### src/rtl/div_sched_pkg.sv
// div_sched_pkg: shared widths, FSM encoding and fixed result codes for div_sched.
package div_sched_pkg;
  localparam int AW = 12;
  localparam int N = 14;
  localparam int M = AW + N;
  typedef enum logic [1:0] {IDLE = 2'd0, RUN = 2'd1, GAP = 2'd2} state_e;
  localparam logic [M-1:0] DZ_QUOTIENT = '1;
  localparam logic [M-1:0] ERR_QUOTIENT = '0;
endpackage

### src/rtl/div_sched_rr_arbiter.sv
// rr_arbiter: combinational round-robin pick of the first request at or above ptr, wrapping.
module rr_arbiter #(
  parameter int NREQ = 2,
  localparam int IW = $clog2(NREQ)
) (
  input  logic [NREQ-1:0] req_i,
  input  logic [IW-1:0]   ptr_i,
  output logic [NREQ-1:0] gnt_o,
  output logic [IW-1:0]   idx_o
);
  // Scan from farthest to nearest so the nearest requester wins.
  always_comb begin
    gnt_o = '0;
    idx_o = '0;
    for (int k = NREQ - 1; k >= 0; k--) begin
      if (req_i[(int'(ptr_i) + k) % NREQ]) begin
        gnt_o = '0;
        gnt_o[(int'(ptr_i) + k) % NREQ] = 1'b1;
        idx_o = IW'((int'(ptr_i) + k) % NREQ);
      end
    end
  end
endmodule

### src/rtl/div_sched.sv
// div_sched: round-robin scheduler sharing one fixed-point divider among NREQ requesters.
// Optional RUN-state abort after TIMEOUT cycles when DIV_SCHED_TIMEOUT_EN is defined.
module div_sched #(
  parameter int NREQ = 2,
  parameter int AW = div_sched_pkg::AW,
  parameter int N = div_sched_pkg::N,
  parameter int M = AW + N,
  parameter int TIMEOUT = 64
) (
  input  logic              clk,
  input  logic              rst_n,
  input  logic [NREQ-1:0]   req_i,
  input  logic [NREQ*AW-1:0] a_in_i,
  input  logic [NREQ*N-1:0] b_in_i,
  output logic [NREQ-1:0]   gnt_o,
  output logic [NREQ-1:0]   rsp_valid_o,
  output logic [M-1:0]      rsp_quotient_o,
  output logic              rsp_dz_o,
  output logic              rsp_err_o,
  output logic              busy_o,
  output logic              div_en_o,
  output logic [M-1:0]      div_dividend_o,
  output logic [N-1:0]      div_divisor_o,
  input  logic [M-1:0]      div_quotient_i,
  input  logic              div_ok_i
);
  import div_sched_pkg::*;
  localparam int IW = $clog2(NREQ);
  state_e          state_q;
  logic [IW-1:0]   ptr_q, own_q, idx;
  logic [NREQ-1:0] pick;
  logic [AW-1:0]   a_q, a_sel;
  logic [N-1:0]    b_q, b_sel;
  rr_arbiter #(.NREQ(NREQ)) u_arb (.req_i(req_i), .ptr_i(ptr_q), .gnt_o(pick), .idx_o(idx));
  assign a_sel = a_in_i[int'(idx) * AW +: AW];
  assign b_sel = b_in_i[int'(idx) * N +: N];
  assign busy_o = state_q != IDLE;
  assign div_dividend_o = {a_q, {N{1'b0}}};
  assign div_divisor_o = b_q;
`ifdef DIV_SCHED_TIMEOUT_EN
  localparam int CW = $clog2(TIMEOUT + 1);
  logic [CW-1:0] cnt_q;
`else
  assign rsp_err_o = 1'b0;
`endif
  always_ff @(posedge clk or negedge rst_n)
    if (!rst_n) begin
      state_q <= IDLE;
      ptr_q <= '0;
      own_q <= '0;
      a_q <= '0;
      b_q <= '0;
      gnt_o <= '0;
      rsp_valid_o <= '0;
      rsp_quotient_o <= ERR_QUOTIENT;
      rsp_dz_o <= 1'b0;
      div_en_o <= 1'b0;
`ifdef DIV_SCHED_TIMEOUT_EN
      rsp_err_o <= 1'b0;
      cnt_q <= '0;
`endif
    end else begin
      gnt_o <= '0;
      rsp_valid_o <= '0;
      rsp_dz_o <= 1'b0;
`ifdef DIV_SCHED_TIMEOUT_EN
      rsp_err_o <= 1'b0;
`endif
      case (state_q)
        IDLE: if (|req_i) begin
          a_q <= a_sel;
          b_q <= b_sel;
          own_q <= idx;
          gnt_o <= pick;
          ptr_q <= (int'(idx) == NREQ - 1) ? '0 : idx + 1'b1;
          // A zero divisor is answered immediately without touching the divider.
          if (b_sel == '0) begin
            rsp_valid_o <= pick;
            rsp_dz_o <= 1'b1;
            rsp_quotient_o <= DZ_QUOTIENT;
            state_q <= GAP;
          end else begin
            div_en_o <= 1'b1;
            state_q <= RUN;
`ifdef DIV_SCHED_TIMEOUT_EN
            cnt_q <= '0;
`endif
          end
        end
        RUN: if (div_ok_i) begin
          rsp_quotient_o <= div_quotient_i;
          rsp_valid_o <= NREQ'(1) << own_q;
          div_en_o <= 1'b0;
          state_q <= GAP;
        end
`ifdef DIV_SCHED_TIMEOUT_EN
        else if (cnt_q == CW'(TIMEOUT - 1)) begin
          rsp_quotient_o <= ERR_QUOTIENT;
          rsp_valid_o <= NREQ'(1) << own_q;
          rsp_err_o <= 1'b1;
          div_en_o <= 1'b0;
          state_q <= GAP;
        end else cnt_q <= cnt_q + 1'b1;
`endif
        default: state_q <= IDLE;
      endcase
    end
endmodule

### config.mk
export PLATFORM = sky130hd
export DESIGN_NAME = div_sched
export DESIGN_NICKNAME = d
export VERILOG_FILES = /design/src/rtl/div_sched_pkg.sv /design/src/rtl/div_sched_rr_arbiter.sv /design/src/rtl/div_sched.sv
export SDC_FILE = /design/constraint.sdc
export NUM_CORES = 1
export LEC_CHECK = 0
export BUFFER_PORTS_ARGS = -buffer_cell sky130_fd_sc_hd__buf_2
export CELL_PAD_IN_SITES_DETAIL_PLACEMENT = 0
export CELL_PAD_IN_SITES_GLOBAL_PLACEMENT = 1
export CORE_ASPECT_RATIO = 1.1
export CORE_MARGIN = 4
export CORE_UTILIZATION = 33
export CTS_CLUSTER_DIAMETER = 120
export CTS_CLUSTER_SIZE = 25
export DETAILED_ROUTE_END_ITERATION = 6
export GPL_TIMING_DRIVEN = 0
export PLACE_DENSITY_LB_ADDON = 0.1
export SYNTH_ARGS = -nofsm -noshare
export SYNTH_HDL_FRONTEND = slang
export SYNTH_SLANG_ARGS = --single-unit
export TNS_END_PERCENT = 30
### constraint.sdc
create_clock -name clk -period 1.6 [get_ports clk]
set_input_delay 0.4 -clock clk [delete_from_list [all_inputs] [get_ports clk]]
set_output_delay 0.4 -clock clk [all_outputs]
set_load 0.01 [all_outputs]
# Yosys cells after proc, flatten, opt, wreduce, memory -nomap -nowiden

Cells that the tools add are included.

Equality and inequality tests: 5
Bitwise gates (word level): 1
Multipliers: 2
Order comparisons: 4
Multiplexer cells: 35
Add/sub/neg operators: 2
Shifts and indexed selects: 3
Reductions and logical operators: 11

Operator list:

| operator                                                          | number |
|---|---|
| two-way mux 26 bit                                                | 3 |
| one-hot mux 26 bit (2 select lines)                               | 1 |
| variable part select 28 x 6 -> 14 bit                             | 1 |
| variable part select 24 x 6 -> 12 bit                             | 1 |
| two-way mux 2 bit                                                 | 10 |
| two-way mux 1 bit                                                 | 16 |
| logical NOT 14 bit                                                | 1 |
| inequality test 2 bit, second input constant                      | 4 |
| one-hot mux 2 bit (2 select lines)                                | 2 |
| AND reduction 4 bit                                               | 2 |
| multiplier 1 x 3 -> 4 bit, second input constant                  | 1 |
| AND reduction 2 bit                                               | 2 |
| nonzero test 2 bit                                                | 2 |
| < comparator 2 x 3 -> 1 bit, second input constant                | 1 |
| multiplier 1 x 2 -> 3 bit, second input constant                  | 1 |
| adder 1 bit, second input constant                                | 2 |
| demux 1 bit (select 1 bit)                                        | 2 |
| == test 2 x 1 -> 1 bit, second input constant                     | 1 |
| greater-or-equal comparator 2 x 1 -> 1 bit, second input constant | 1 |
| logical AND 1 bit                                                 | 2 |
| logical NOT 2 bit                                                 | 1 |
| < comparator 1 x 2 -> 1 bit, second input constant                | 1 |
| one-hot mux 1 bit (2 select lines)                                | 1 |
| OR reduction 2 bit                                                | 1 |
| 3 further kinds                                                   | 3 |

Register bits: 62
Input port bits: 83
Word-level logic and storage cells: 73

# Depth between registers and ports, before layout

Gate-level depths: netlist (run 1).

Word-level depth: 13
Mapped depth: 6
Gate-level depth less buffers: 4

# Hierarchy

Synthesis (run 1) repeated with hierarchy kept, for this count alone.

Cell total of the unflattened synthesis: 288
Area total of the unflattened synthesis: 2,949.1 um^2

By module, submodules not included:

| module     | instances | sequential area each (um^2) | cells each | area an instance (um^2) |
|---|---|---|---|---|
| div_sched  | 1         | 1,551.5                     | 284        | 2,922.8 |
| rr_arbiter | 1         | 0.0                         | 4          | 26.3 |

# Least setup slack after synthesis (run 1)

No wires, ideal clock.

Path type: input to register
Start: input b_in_i[10]
End: register rsp_quotient_o[14]
Required time: 1.469 ns
Buffers on the path: 1
Slack: 0.204 ns
Data arrival time: 1.264 ns
Cell stages on the path: 5
Setup time: 0.131 ns
Cells stage by stage: nor4_1 > and4_4 > o31ai_4 > buf_6 > a21oi_2

Cells in the longest elaborated chain, start to end: 4

Ends and longest elaborated chain:

| what                                   | line            | source |
|---|---|---|
| from (decl)                            | div_sched.sv:14 | `input logic [NREQ*N-1:0] b_in_i,` |
| variable part select 28 x 6 -> 14 bit  | div_sched.sv:36 | `assign b_sel = b_in_i[int'(idx) * N +: N];` |
| logical NOT 14 bit                     | div_sched.sv:77 | `if (b_sel == '0) begin` |
| inequality test 2 bit (no source line) | n/a             |  |
| AND reduction 4 bit (no source line)   | n/a             |  |
| to (signal assigned)                   | div_sched.sv:91 | `rsp_quotient_o <= div_quotient_i;` |
| to (decl)                              | div_sched.sv:17 | `output logic [M-1:0] rsp_quotient_o,` |

No other way between the ends.
A chain may end at the register's enable or synchronous reset.

# Final worst setup path (run 1)

Start: register state_q[1]
End: output busy_o

Cells in the longest elaborated chain, start to end: 1

Ends and longest elaborated chain:

| what                   | line            | source |
|---|---|---|
| from (decl)            | div_sched.sv:29 | `state_e state_q;` |
| from (signal assigned) | div_sched.sv:48 | `state_q <= IDLE;` |
| from (signal assigned) | div_sched.sv:81 | `state_q <= GAP;` |
| from (signal assigned) | div_sched.sv:84 | `state_q <= RUN;` |
| nonzero test 2 bit     | div_sched.sv:37 | `assign busy_o = state_q != IDLE;` |
| to (decl)              | div_sched.sv:20 | `output logic busy_o,` |

No other way between the ends.

==> results of run 1 <==
## per-layer routing
layer / global-route usage, % / up-vias / share of wire (%)
li1: - / 1331 / -
met1: 20.15 / 1212 / 44
met2: 24.83 / 97 / 47
met3: 4.223 / 8 / 8.4
met4: 5.854 / 0 / 1.1
met5: 0 / - / 0
## worst register-to-register path, delay by kind of cell (launching register included)
| family | cells | cell delay, ps |
|---|---|---|
| compound gates | 3 | 550 |
| buf+inv | 2 | 370 |
| flops | 1 | 460 |
## flip-flops by register name, summed over array words and instances, names as in the netlist, 2 cells and up
name / flops
rsp_valid_o: 2
a_q: 12
div_divisor_o: 14
gnt_o: 2
state_q: 2
rsp_quotient_o: 26
## power by group
group          internal [uW]  total, uW  switching, uW
sequential              2300       2760            464
combinational           1360       3210           1850
clock                    916       1510            597
total                   4570       7490           2920
## kinds of logic (layout without fill, tap and decap cells)
family / count (synthesis) / after routing / share of synthesized area (%)
AO/OA/AOI/OAI: 90 / 90 / 21.57
buffers and inverters: 65 / 222 / 11.62
flip-flops: 62 / 62 / 50.57
AND/OR/NAND/NOR: 46 / 46 / 7.259
multiplexers: 27 / 27 / 8.850
other: 1 / 15 / 0.1222
## cell usage after synthesis (all sizes together), types with 2 or more instances
cell | count | area share, %
nand2 | 27 | 3.3
nor2b | 2 | 0.41
nor2 | 6 | 0.73
buf | 31 | 7.5
a21oi | 27 | 6.7
mux2i | 26 | 8.5
o21ai | 29 | 4.7
o32ai | 27 | 7.7
nor4 | 6 | 1.4
clkbuf | 3 | 0.37
inv | 31 | 3.8
nor3 | 2 | 0.49
and4 | 2 | 0.65
dfrtp | 62 | 51
## area by class of cell
type                    count  area [um^2]
inverters                  31        116.4
plain buffers              34        242.7
repair buffers            141        708.2
multi-input cells         178         1215
clock inverters             4        70.07
well taps                 114        142.6
flip-flops and latches     62         1553
clock buffers              12        145.1
fillers                   922         4771
## worst min-delay path by stage
stage                                start                  to  slack [ps]  cells after the start
after floorplan                      rst_n              a_q[0]         100                      0
after global placement    div_divisor_o[7]    div_divisor_o[7]         460                      2
after detailed placement  div_divisor_o[5]    div_divisor_o[5]         470                      2
after CTS                            rst_n  rsp_quotient_o[12]         180                      1
after global routing                 rst_n   rsp_quotient_o[7]         210                      1
final                                rst_n  rsp_quotient_o[18]         150                      1
## per-stage QoR
stage	area [um^2]	power [uW]	instances	TNS, ps	setup slack (ps)
floorplan	3120	4751	305	0	204.4
global placement	3969	6009	560	-15970	-236.3
detailed placement	3971	6075	560	-5872	-233.7
CTS	4187	7627	576	0	4.094
global route	4193	8097	576	-0.01243	-0.01243
finish	4193	7490	576	0	77.05
## what timing repair did
| item | in CTS | in global routing |
|---|---|---|
| setup endpoints to repair | 0 | 33 |
| gates resized for setup | 0 | 3 |
| setup buffers | 0 | 0 |
| endpoints found under the hold margin | 0 | 0 |
==> flow_summary.rst, run 1 <==
.. list-table::
   :header-rows: 1

   * - Metric
     - Value
   * - Result of the run
     - finished, final reports clean
   * - Register clock-pin slew on the reported worst setup and hold paths
     - 70 ps
   * - Total clock buffers created by CTS
     - 9
   * - Initial core utilization
     - 34.23%
   * - Largest delay share family, worst path
     - flip-flops
   * - Peak fanout along the critical path
     - 4
   * - Height of the chip
     - 109.1 um
   * - Post-route clock skew
     - 8.127 ps
   * - Number of remaining DRC errors
     - 0
   * - Worst reg-to-reg path cell count
     - 5
   * - Number of distinct library cells after synthesis
     - 31
   * - Critical Path Source Type
     - flop
   * - Latest clock arrival within the worst-skew pair
     - 340 ps
   * - Required arrival time at the worst endpoint
     - 1200 ps
   * - Top library cells by usage in the layout, fill and taps aside
     - sky130_fd_sc_hd__buf_2 (148), sky130_fd_sc_hd__dfrtp_1 (61), sky130_fd_sc_hd__inv_1 (31)
   * - Cells along the critical path
     - nor2_2, inv_1, buf_2
   * - Worst relative slew slack
     - 45.94%
   * - Via count of the first global-routing pass
     - 2,567
   * - Share of post-route cells with drive strength above 1
     - 46.10%
   * - First-pass iteration count of the detailed router
     - 4
   * - CP Depth
     - 3
   * - Count of synthesis-stage warnings from yosys
     - 0
   * - Synthesis-to-finish area growth
     - 36.66%
   * - Commonest non-fill, non-tap cell in the layout
     - sky130_fd_sc_hd__buf_2
   * - CTS H-tree depth
     - 3
   * - Reg2reg start
     - state_q[0]
   * - First-iteration detailed-routing DRC count
     - 72
   * - CTS tree
     - done
   * - Pin slew with the least headroom to its limit
     - 811.0 ps
   * - Setup crit end kind
     - output port
   * - Count of input and output buffers
     - 141
   * - Async set or reset register ratio after synthesis
     - 100.0%
   * - Arrival @ worst endpoint
     - 1120 ps
   * - Post-Route WL
     - 8.526 mm
   * - Clock root buffer
     - sky130_fd_sc_hd__clkbuf_8
   * - Worst setup path end
     - busy_o
   * - Number of antenna violations at the first check in global routing
     - 0
   * - Number of nets with antenna violations after routing
     - 0
   * - Highest attainable clock frequency
     - 656.6 MHz
   * - Worst hold slack
     - 148.3 ps
   * - Critical path type
     - reg2out
   * - Overall overflow remaining after global route
     - 0
   * - Average detailed-routed wire length per instance
     - 14.80 um
   * - Row cnt
     - 36
   * - Placer's final routability congestion estimate
     - 0.7388
   * - Lkg Pwr
     - 0.002231 uW
   * - Predominant post-synthesis flop cell
     - sky130_fd_sc_hd__dfrtp_1
   * - Share of the clock period used by the worst path
     - 95.18%
   * - Launch point of the critical path
     - state_q[1]
   * - Area of the die
     - 10,900 um^2
   * - Number of enable flip-flop cells after synthesis
     - 0
   * - Fraction of the yosys area taken by sequential cells
     - 50.57%
   * - CTS Hold Bufs
     - 0
   * - Final Net Count
     - 540
   * - First-pass GRT wire length
     - 13.19 mm
   * - Cell Pwr Density
     - 1786 nW/um^2
   * - Crit-path max cell delay
     - 440 ps
   * - Total number of clock tree sinks
     - 62
   * - Reg-to-reg setup timing slack
     - 100 ps
   * - Per-instance average area after synthesis
     - 10.54 um^2
   * - Synth Cell Area
     - 3068 um^2
   * - Mean number of vias per cell
     - 4.597
   * - Total I/O pin count
     - 157
   * - Minimum clock period
     - 1523 ps
   * - Die X
     - 99.93 um
   * - Maximum number of pins on one net before global-route repair
     - 63
   * - Total half-perimeter wirelength after legalization and detailed placement
     - 6.415 mm
   * - Yosys reg bits
     - 62
   * - All-layer global routing usage
     - 15.56%
   * - Max-slew violations
     - 0
   * - End of the worst register-to-register path
     - rsp_quotient_o[5]
   * - Number of buffer and inverter stages on the critical path
     - 2
   * - Max-cap viol count
     - 0
   * - Via count of the routed design
     - 2,648
   * - Largest buffer count on any clock path
     - 2
   * - Final setup violation count
     - 0
   * - # diodes
     - 0
   * - Count of mapped cells out of synthesis
     - 291
   * - CORE AREA
     - 8964 um^2
   * - IR Drop Worst-Case VDD
     - 0.0005704 V
   * - Highest-delay cell along the critical path
     - sky130_fd_sc_hd__dfrtp_1
   * - Worst Hold Class
     - in2async
   * - Post-route core utilization
     - 46.78%
   * - Count of final hold-check violations
     - 0
Note: power is estimated with default switching activity, not from simulation.
==> run 2: changes to the inputs <==
--- a/config.mk
+++ b/config.mk
@@ -16,6 +16,7 @@
 export DETAILED_ROUTE_END_ITERATION = 6
 export GPL_TIMING_DRIVEN = 0
 export PLACE_DENSITY_LB_ADDON = 0.1
+export RECOVER_POWER = 50
 export SYNTH_ARGS = -nofsm -noshare
 export SYNTH_HDL_FRONTEND = slang
 export SYNTH_SLANG_ARGS = --single-unit
==> run 2 against run 1 <==
Flip-flop and latch count unchanged. Sequential share of layout area up 0.28 points. First-iteration DRC count unchanged. Wire length up 0.29%. Combinational power down 2%. Clock skew about the same. Critical path depth unchanged. Non-clock buffer count unchanged. Cell count unchanged. Worst setup slack better by 2.2 ps.
==> flow_summary.rst, run 2 (same netlist as run 1, synthesis figures left out) <==
.. list-table::
   :header-rows: 1

   * - Metric
     - Value
   * - Result of the run
     - finished, final reports clean (unchanged)
   * - Mean number of vias per cell
     - 4.595 (was 4.597)
   * - Highest attainable clock frequency
     - 657.6 MHz (was 656.6 MHz)
   * - Total half-perimeter wirelength after legalization and detailed placement
     - 6.415 mm (unchanged)
   * - End of the worst register-to-register path
     - rsp_quotient_o[15] (was rsp_quotient_o[5])
   * - Number of nets with antenna violations after routing
     - 0 (unchanged)
   * - CORE AREA
     - 8964 um^2 (unchanged)
   * - Total clock buffers created by CTS
     - 9 (unchanged)
   * - Placer's final routability congestion estimate
     - 0.7388 (unchanged)
   * - Commonest non-fill, non-tap cell in the layout
     - sky130_fd_sc_hd__buf_2 (unchanged)
   * - # diodes
     - 0 (unchanged)
   * - Overall overflow remaining after global route
     - 0 (unchanged)
   * - Number of remaining DRC errors
     - 0 (unchanged)
   * - Arrival @ worst endpoint
     - 1120 ps (about the same)
   * - CTS Hold Bufs
     - 0 (unchanged)
   * - Largest buffer count on any clock path
     - 2 (unchanged)
   * - Worst relative slew slack
     - 45.62% (was 45.94%)
   * - Post-placement worst setup slack
     - -233.7 ps (unchanged)
   * - Critical Path Source Type
     - flop (unchanged)
   * - Critical path type
     - reg2out (unchanged)
   * - CTS H-tree depth
     - 3 (unchanged)
   * - Global Route met2 Usage
     - 24.83% (unchanged)
   * - Count of input and output buffers
     - 141 (unchanged)
   * - Lkg Pwr
     - 0.002150 uW (was 0.002231 uW)
   * - Busiest layer in global routing
     - met2 (unchanged)
   * - Worst Hold Class
     - in2async (unchanged)
   * - Maximum number of pins on one net before global-route repair
     - 63 (unchanged)
   * - Via count of the routed design
     - 2,647 (was 2,648)
   * - IR Drop Worst-Case VDD
     - 0.0005555 V (was 0.0005704 V)
   * - First-pass GRT wire length
     - 13.19 mm (unchanged)
   * - Post-route clock skew
     - 8.108 ps (was 8.127 ps)
   * - Setup crit end kind
     - output port (unchanged)
   * - Max-slew violations
     - 0 (unchanged)
   * - Peak fanout along the critical path
     - 4 (unchanged)
   * - Clock root buffer
     - sky130_fd_sc_hd__clkbuf_8 (unchanged)
   * - Register with the most flip-flops
     - rsp_quotient_o (unchanged)
   * - Via count of the first global-routing pass
     - 2,567 (unchanged)
   * - Synthesis-to-finish area growth
     - 35.64% (was 36.66%)
   * - Share of post-route cells with drive strength above 1
     - 40.69% (was 46.10%)
   * - Final worst setup slack
     - 79.27 ps (was 77.05 ps)
   * - Area of the die
     - 10,900 um^2 (unchanged)
   * - Count of final hold-check violations
     - 0 (unchanged)
   * - Total number of clock tree sinks
     - 62 (unchanged)
   * - Post-route core utilization
     - 46.43% (was 46.78%)
   * - Total I/O pin count
     - 157 (unchanged)
   * - Number of setup buffers added after CTS
     - 0 (unchanged)
   * - Post-Route WL
     - 8.551 mm (was 8.526 mm)
   * - Total of fill cells in the finished design
     - 934 (was 922)
   * - Reg-to-reg setup timing slack
     - 100 ps (about the same)
   * - Final Net Count
     - 540 (unchanged)
   * - First-iteration detailed-routing DRC count
     - 72 (unchanged)
   * - Average detailed-routed wire length per instance
     - 14.85 um (was 14.80 um)
   * - Row cnt
     - 36 (unchanged)
   * - Reg2reg start
     - state_q[0] (unchanged)
   * - Height of the chip
     - 109.1 um (unchanged)
   * - Latest clock arrival within the worst-skew pair
     - 340 ps (about the same)
   * - Cells resized by post-CTS repair
     - 0 (unchanged)
   * - Pin slew with the least headroom to its limit
     - 815.7 ps (was 811.0 ps)
   * - CTS tree
     - done (unchanged)
   * - Number of antenna violations at the first check in global routing
     - 0 (unchanged)
   * - Final setup violation count
     - 0 (unchanged)
   * - Share of the clock period used by the worst path
     - 95.05% (was 95.18%)
   * - Largest register FFs
     - 26 (unchanged)
   * - Minimum clock period
     - 1521 ps (was 1523 ps)
   * - Max-cap viol count
     - 0 (unchanged)
   * - Cell Pwr Density
     - 1785 nW/um^2 (was 1786 nW/um^2)
   * - Top library cells by usage in the layout, fill and taps aside
     - sky130_fd_sc_hd__buf_2 (123), sky130_fd_sc_hd__dfrtp_1 (61), sky130_fd_sc_hd__inv_1 (31) (was sky130_fd_sc_hd__buf_2 (148), sky130_fd_sc_hd__dfrtp_1 (61), sky130_fd_sc_hd__inv_1 (31))
   * - All-layer global routing usage
     - 15.56% (unchanged)
   * - Met3 track utilization from global routing
     - 4.223% (unchanged)
   * - Required arrival time at the worst endpoint
     - 1200 ps (about the same)
   * - Initial core utilization
     - 34.23% (unchanged)
   * - Met1 track demand over resource
     - 20.15% (unchanged)
   * - First-pass iteration count of the detailed router
     - 4 (unchanged)
   * - Die X
     - 99.93 um (unchanged)
   * - Register clock-pin slew on the reported worst setup and hold paths
     - 70 ps (about the same)
   * - Worst reg-to-reg path cell count
     - 5 (unchanged)
   * - Worst hold slack
     - 151.9 ps (was 148.3 ps)
run 2: cell types whose count changed in the layout (fill, tap and decap cells not counted):
| cell | previous run | this run |
|---|---|---|
| sky130_fd_sc_hd__buf_2 | 148 | 123 |
| sky130_fd_sc_hd__clkbuf_1 | 5 | 30 |
run 2: how the worst max path moves through the flow:
stage	start	end	slack [ps]	cells past startpoint
6_report	state_q[1]	busy_o	80	3
5_1_grt	state_q[1]	a_q[3]	-0.01	6
4_1_cts	state_q[0]	busy_o	4	3
3_5_place_dp	b_in_i[14]	rsp_quotient_o[5]	-230	7
3_3_place_gp	b_in_i[14]	rsp_quotient_o[2]	-240	7
2_1_floorplan	b_in_i[10]	rsp_quotient_o[14]	200	5
run 2: cell type report:
cell class	instances	area [um^2]	area share, %
buffer	34	242.7	5.833
clock buffer	12	145.1	3.488
clock inverter	4	70.07	1.684
inverter	31	116.4	2.796
multi-input combinational	178	1215	29.19
sequential	62	1553	37.31
tap	114	142.6	3.428
timing repair buffer	141	676.9	16.27
run 2: metrics by stage:
step	std cells	cell area, um^2	setup TNS (ps)	power [uW]
3_5_place_dp	560	3971	-5872	6075
2_1_floorplan	305	3120	0	4751
4_1_cts	576	4187	0	7627
6_report	576	4161	0	7428
3_3_place_gp	560	3969	-15970	6009
5_1_grt	576	4161	-0.01243	8030
run 2: critical path, stage by stage (launching register included):
cell and delay [ps]:
sky130_fd_sc_hd__dfrtp_1 440, sky130_fd_sc_hd__nor2_2 140, sky130_fd_sc_hd__inv_1 70, sky130_fd_sc_hd__buf_2 150
run 2: report_power, final:
| part | switching [uW] | total (uW) | internal (uW) | leakage, uW |
|---|---|---|---|---|
| clock network | 596 | 1510 | 916 | 0.000110 |
| registers | 473 | 2770 | 2300 | 0.000726 |
| logic | 1860 | 3140 | 1290 | 0.00131 |
| total | 2930 | 7430 | 4500 | 0.00215 |
run 2: layer usage:
layer  wire (um)  vias to the layer above  share of wire (%)
met3         711                        7                8.3
li1            -                     1330                  -
met2        4017                       99                 47
met4          81                        0               0.95
met1        3740                     1211                 44
met5           0                        -                  0
==> run 3: changes to the inputs <==
--- a/config.mk
+++ b/config.mk
@@ -8,7 +8,6 @@
 export BUFFER_PORTS_ARGS = -buffer_cell sky130_fd_sc_hd__buf_2
 export CELL_PAD_IN_SITES_DETAIL_PLACEMENT = 0
 export CELL_PAD_IN_SITES_GLOBAL_PLACEMENT = 1
-export CORE_ASPECT_RATIO = 1.1
 export CORE_MARGIN = 4
 export CORE_UTILIZATION = 33
 export CTS_CLUSTER_DIAMETER = 120
@@ -16,8 +15,9 @@
 export DETAILED_ROUTE_END_ITERATION = 6
 export GPL_TIMING_DRIVEN = 0
 export PLACE_DENSITY_LB_ADDON = 0.1
-export RECOVER_POWER = 50
+export RECOVER_POWER = 25
 export SYNTH_ARGS = -nofsm -noshare
 export SYNTH_HDL_FRONTEND = slang
+export SYNTH_HIERARCHICAL = 1
 export SYNTH_SLANG_ARGS = --single-unit
 export TNS_END_PERCENT = 30
==> run 3 against run 2 <==
The flow now finishes with violations (setup timing). Design area grew 0.87%. Maximum frequency shrank 8.0%. Register-to-register slack lost 150 ps. Wire length shrank 5.2%. Worst hold slack gained 150 ps. Non-clock buffer count grew 5. Flip-flop and latch count is the same. Largest power group unchanged.
==> flow_summary.rst, run 3 <==
.. list-table::
   :header-rows: 1

   * - Metric
     - Value
   * - Required arrival time at the worst endpoint
     - 1860 ps (was 1200 ps)
   * - Main combinational cell family by area after synthesis
     - compound AO/OA/AOI/OAI gates (unchanged)
   * - Row cnt
     - 34 (was 36)
   * - Register area
     - 1551 um^2 (was 1553 um^2)
   * - CORE AREA
     - 8721 um^2 (was 8964 um^2)
   * - Register with the most flip-flops
     - rsp_quotient_o (unchanged)
   * - Setup crit end kind
     - flop (was output port)
   * - Lkg Pwr
     - 0.002129 uW (was 0.002150 uW)
   * - IR Drop Worst-Case VDD
     - 0.0007254 V (was 0.0005555 V)
   * - Unrepaired setup endpoints after global routing
     - yes
   * - Area share of and/or/nand/nor cells after synthesis
     - 14.89% (was 7.259%)
   * - Proportion of synthesized area in mux cells
     - 8.825% (was 8.850%)
   * - First-pass GRT wire length
     - 12.50 mm (was 13.19 mm)
   * - First-pass iteration count of the detailed router
     - 5 (was 4)
   * - Count of synthesis-stage warnings from yosys
     - 6 (was 0)
   * - CTS tree
     - done (unchanged)
   * - Area of the die
     - 10,510 um^2 (was 10,900 um^2)
   * - Total of fill cells in the finished design
     - 897 (was 934)
   * - Largest register FFs
     - 26 (unchanged)
   * - Count of input and output buffers
     - 141 (unchanged)
   * - Average detailed-routed wire length per instance
     - 14.20 um (was 14.85 um)
   * - Result of the run
     - finished, violations left (was finished, final reports clean)
   * - Via count of the first global-routing pass
     - 2,551 (was 2,567)
   * - Via count of the routed design
     - 2,549 (was 2,647)
   * - List of most frequent post-synthesis cells
     - sky130_fd_sc_hd__dfrtp_1 (62), sky130_fd_sc_hd__nor2_1 (54), sky130_fd_sc_hd__nand2_1 (33) (was sky130_fd_sc_hd__dfrtp_1 (62), sky130_fd_sc_hd__inv_1 (31), sky130_fd_sc_hd__nand2_1 (27), sky130_fd_sc_hd__o32ai_1 (27), sky130_fd_sc_hd__mux2i_1 (26))
   * - Final Net Count
     - 543 (was 540)
   * - Area share of xor/xnor cells in the synthesized design
     - 0% (unchanged)
   * - CTS H-tree depth
     - 3 (unchanged)
   * - Yosys reg bits
     - 62 (unchanged)
   * - Post-synthesis share of cell area spent on full adders, half adders and majority gates
     - 0% (unchanged)
   * - Number of enable flip-flop cells after synthesis
     - 0 (unchanged)
   * - Pin slew with the least headroom to its limit
     - 1416 ps (was 815.7 ps)
   * - Initial core utilization
     - 33.82% (was 34.23%)
   * - Post-Route WL
     - 8.110 mm (was 8.551 mm)
   * - Predominant post-synthesis flop cell
     - sky130_fd_sc_hd__dfrtp_1 (unchanged)
   * - Post-synth top area cell
     - sky130_fd_sc_hd__dfrtp_1 (unchanged)
   * - # diodes
     - 0 (unchanged)
   * - Mean number of vias per cell
     - 4.464 (was 4.595)
   * - Placer's final routability congestion estimate
     - 0.7376 (was 0.7388)
   * - Launch point of the critical path
     - ptr_q (was state_q[1])
   * - Commonest non-fill, non-tap cell in the layout
     - sky130_fd_sc_hd__buf_2 (unchanged)
   * - Number of remaining DRC errors
     - 0 (unchanged)
   * - Worst relative slew slack
     - 5.613% (was 45.62%)
   * - Critical path type
     - reg2reg (was reg2out)
   * - Cell Pwr Density
     - 1667 nW/um^2 (was 1785 nW/um^2)
   * - Register clock-pin slew on the reported worst setup and hold paths
     - 60 ps (was 70 ps)
   * - First-iteration detailed-routing DRC count
     - 36 (was 72)
   * - Arrival @ worst endpoint
     - 1910 ps (was 1120 ps)
   * - Final setup violation count
     - 25 (was 0)
   * - Worst Hold Class
     - in2reg (was in2async)
   * - Share of the clock period used by the worst path
     - 103.3% (was 95.05%)
   * - Total power of the final layout
     - 6998 uW (was 7428 uW)
   * - Post-route clock skew
     - 6.039 ps (was 8.108 ps)
   * - Count of mapped cells out of synthesis
     - 288 (was 291)
   * - Final worst setup slack
     - -52.96 ps (was 79.27 ps)
   * - Total number of clock tree sinks
     - 62 (unchanged)
   * - Minimum clock period
     - 1653 ps (was 1521 ps)
   * - Maximum number of pins on one net before global-route repair
     - 63 (unchanged)
   * - Peak fanout along the critical path
     - 10 (was 4)
   * - Max-slew violations
     - 0 (unchanged)
   * - Reg2reg start
     - ptr_q (was state_q[0])
   * - Max-cap viol count
     - 0 (unchanged)
   * - Share of post-route cells with drive strength above 1
     - 47.95% (was 40.69%)
   * - Total I/O pin count
     - 157 (unchanged)
   * - Share of Yosys cell area claimed by the top area cell type
     - 52.61% (was 50.57%)
   * - Clock root buffer
     - sky130_fd_sc_hd__clkbuf_8 (unchanged)
   * - Violated checks
     - setup timing
   * - Area of the multi-input gates
     - 1282 um^2 (was 1215 um^2)
   * - Fraction of the yosys area taken by sequential cells
     - 52.61% (was 50.57%)
   * - All-layer global routing usage
     - 15.42% (was 15.56%)
   * - Count of final hold-check violations
     - 0 (unchanged)
   * - Most area-consuming cells after synthesis
     - sky130_fd_sc_hd__dfrtp_1 (53%), sky130_fd_sc_hd__mux2i_1 (8.8%), sky130_fd_sc_hd__nor2_1 (6.9%), sky130_fd_sc_hd__a21oi_4 (5.0%), sky130_fd_sc_hd__o21ai_0 (4.8%) (was sky130_fd_sc_hd__dfrtp_1 (51%), sky130_fd_sc_hd__mux2i_1 (8.5%), sky130_fd_sc_hd__o32ai_1 (7.7%), sky130_fd_sc_hd__a21oi_2 (5.4%), sky130_fd_sc_hd__buf_4 (4.2%))
   * - Number of distinct library cells after synthesis
     - 30 (was 31)
   * - Synth Cell Area
     - 2949 um^2 (was 3068 um^2)
   * - Number of antenna violations at the first check in global routing
     - 0 (unchanged)
   * - Aggregate negative setup slack
     - -832.9 ps (was 0 ps)
   * - Number of nets with antenna violations after routing
     - 0 (unchanged)
   * - Height of the chip
     - 102.5 um (was 109.1 um)
   * - Synthesis-to-finish area growth
     - 42.34% (was 35.64%)
   * - Total half-perimeter wirelength after legalization and detailed placement
     - 5.985 mm (was 6.415 mm)
   * - Die X
     - 102.5 um (was 99.93 um)
   * - Largest buffer count on any clock path
     - 2 (unchanged)
   * - Async set or reset register ratio after synthesis
     - 100.0% (unchanged)
   * - Top library cells by usage in the layout, fill and taps aside
     - sky130_fd_sc_hd__buf_2 (142), sky130_fd_sc_hd__dfrtp_1 (62), sky130_fd_sc_hd__nor2_1 (54) (was sky130_fd_sc_hd__buf_2 (123), sky130_fd_sc_hd__dfrtp_1 (61), sky130_fd_sc_hd__inv_1 (31))
   * - Critical Path Source Type
     - flop (unchanged)
   * - Per-instance average area after synthesis
     - 10.24 um^2 (was 10.54 um^2)
   * - Cell with the most instances after synthesis
     - sky130_fd_sc_hd__dfrtp_1 (unchanged)
   * - Beginning of the worst hold path
     - div_ok_i
   * - Latest clock arrival within the worst-skew pair
     - 330 ps (was 340 ps)
   * - Reg-to-reg setup timing slack
     - -50 ps (was 100 ps)
   * - Total clock buffers created by CTS
     - 9 (unchanged)
   * - Overall overflow remaining after global route
     - 0 (unchanged)
   * - Compound-gate portion of the synthesized area
     - 15.40% (was 21.57%)
   * - Highest attainable clock frequency
     - 605.0 MHz (was 657.6 MHz)
-- run 3: cell types whose count changed after synthesis, moves of 3 or more --
cell,change
sky130_fd_sc_hd__clkbuf_1,+3
sky130_fd_sc_hd__o32ai_1,-26
sky130_fd_sc_hd__o21ai_1,-5
sky130_fd_sc_hd__a21oi_2,-10
sky130_fd_sc_hd__buf_6,-4
sky130_fd_sc_hd__o21ai_0,+4
sky130_fd_sc_hd__nand2_1,+6
sky130_fd_sc_hd__nor2_1,+48
sky130_fd_sc_hd__a21oi_4,+9
sky130_fd_sc_hd__inv_1,-28
-- run 3: power by group --
group | internal (uW) | switching (uW)
logic | 1410 | 1720
clock network | 671 | 565
registers | 2280 | 345
-- run 3: critical path: stages, from the launching register on --
cell and delay, ps:
sky130_fd_sc_hd__dfrtp_1 370, sky130_fd_sc_hd__inv_2 50, sky130_fd_sc_hd__a21boi_4 180, sky130_fd_sc_hd__nor4b_4 230
sky130_fd_sc_hd__nand4_1 130, sky130_fd_sc_hd__a21o_1 200, sky130_fd_sc_hd__buf_6 150, sky130_fd_sc_hd__buf_12 150
sky130_fd_sc_hd__a21oi_2 110
-- run 3: per-stage QoR --
step / instances / hold slack, ps / utilization, % / worst slack (ps) / cell area (um^2)
2_1_floorplan: 302 / 104.4 / - / 6.038 / 3008
3_3_place_gp: 551 / 459.7 / 44.13 / -449.2 / 3849
3_5_place_dp: 551 / 469.2 / 44.16 / -467.5 / 3851
4_1_cts: 571 / 186.8 / 47.70 / -57.79 / 4160
5_1_grt: 571 / 284.6 / 48.13 / -162.6 / 4198
6_report: 571 / 302.9 / 48.13 / -52.96 / 4198
-- run 3: per-layer routing --
metal | GRT usage, % | vias to the layer above | share of wire, %
li1 | - | 1274 | -
met1 | 20.39 | 1180 | 44
met2 | 23.39 | 88 | 46
met3 | 5.954 | 7 | 9.7
met4 | 4.844 | 0 | 1.0
met5 | 0 | - | 0
-- run 3: cell type report --
cell class / instances / share of cell area, %
plain buffers: 33 / 6.408
clock inverters: 1 / 0.1192
multi-input cells: 204 / 30.55
flip-flops and latches: 62 / 36.96
well taps: 108 / 3.219
clock buffers: 13 / 4.024
repair buffers: 147 / 18.45
inverters: 3 / 0.2683
-- run 3: kinds of logic (layout without fill, tap and decap cells) --
family / count (synthesis) / count (layout)
buffers and inverters: 36 / 197
multiplexers: 26 / 26
flip-flops: 62 / 62
other: 1 / 15
AO/OA/AOI/OAI: 60 / 60
AND/OR/NAND/NOR: 103 / 103
-- run 3: timing repair --
item                                   CTS  global route
endpoints found under the hold margin    0             0
setup endpoints to repair               54            57
pin swaps                                4             1
buffers inserted                         5             0
hold buffers                             0             0
gates resized for setup                 20            12
cloned                                   1             0
-- run 3: final timing paths --
kind	cells past startpoint	endpoint
worst min-delay path	2	state_q[0]
min in group asynchronous	1	a_q[3]
worst max-delay path	8	rsp_quotient_o[6]
max in group asynchronous	1	div_divisor_o[7]
worst min register to register	2	a_q[3]
worst max register to register	8	rsp_quotient_o[6]
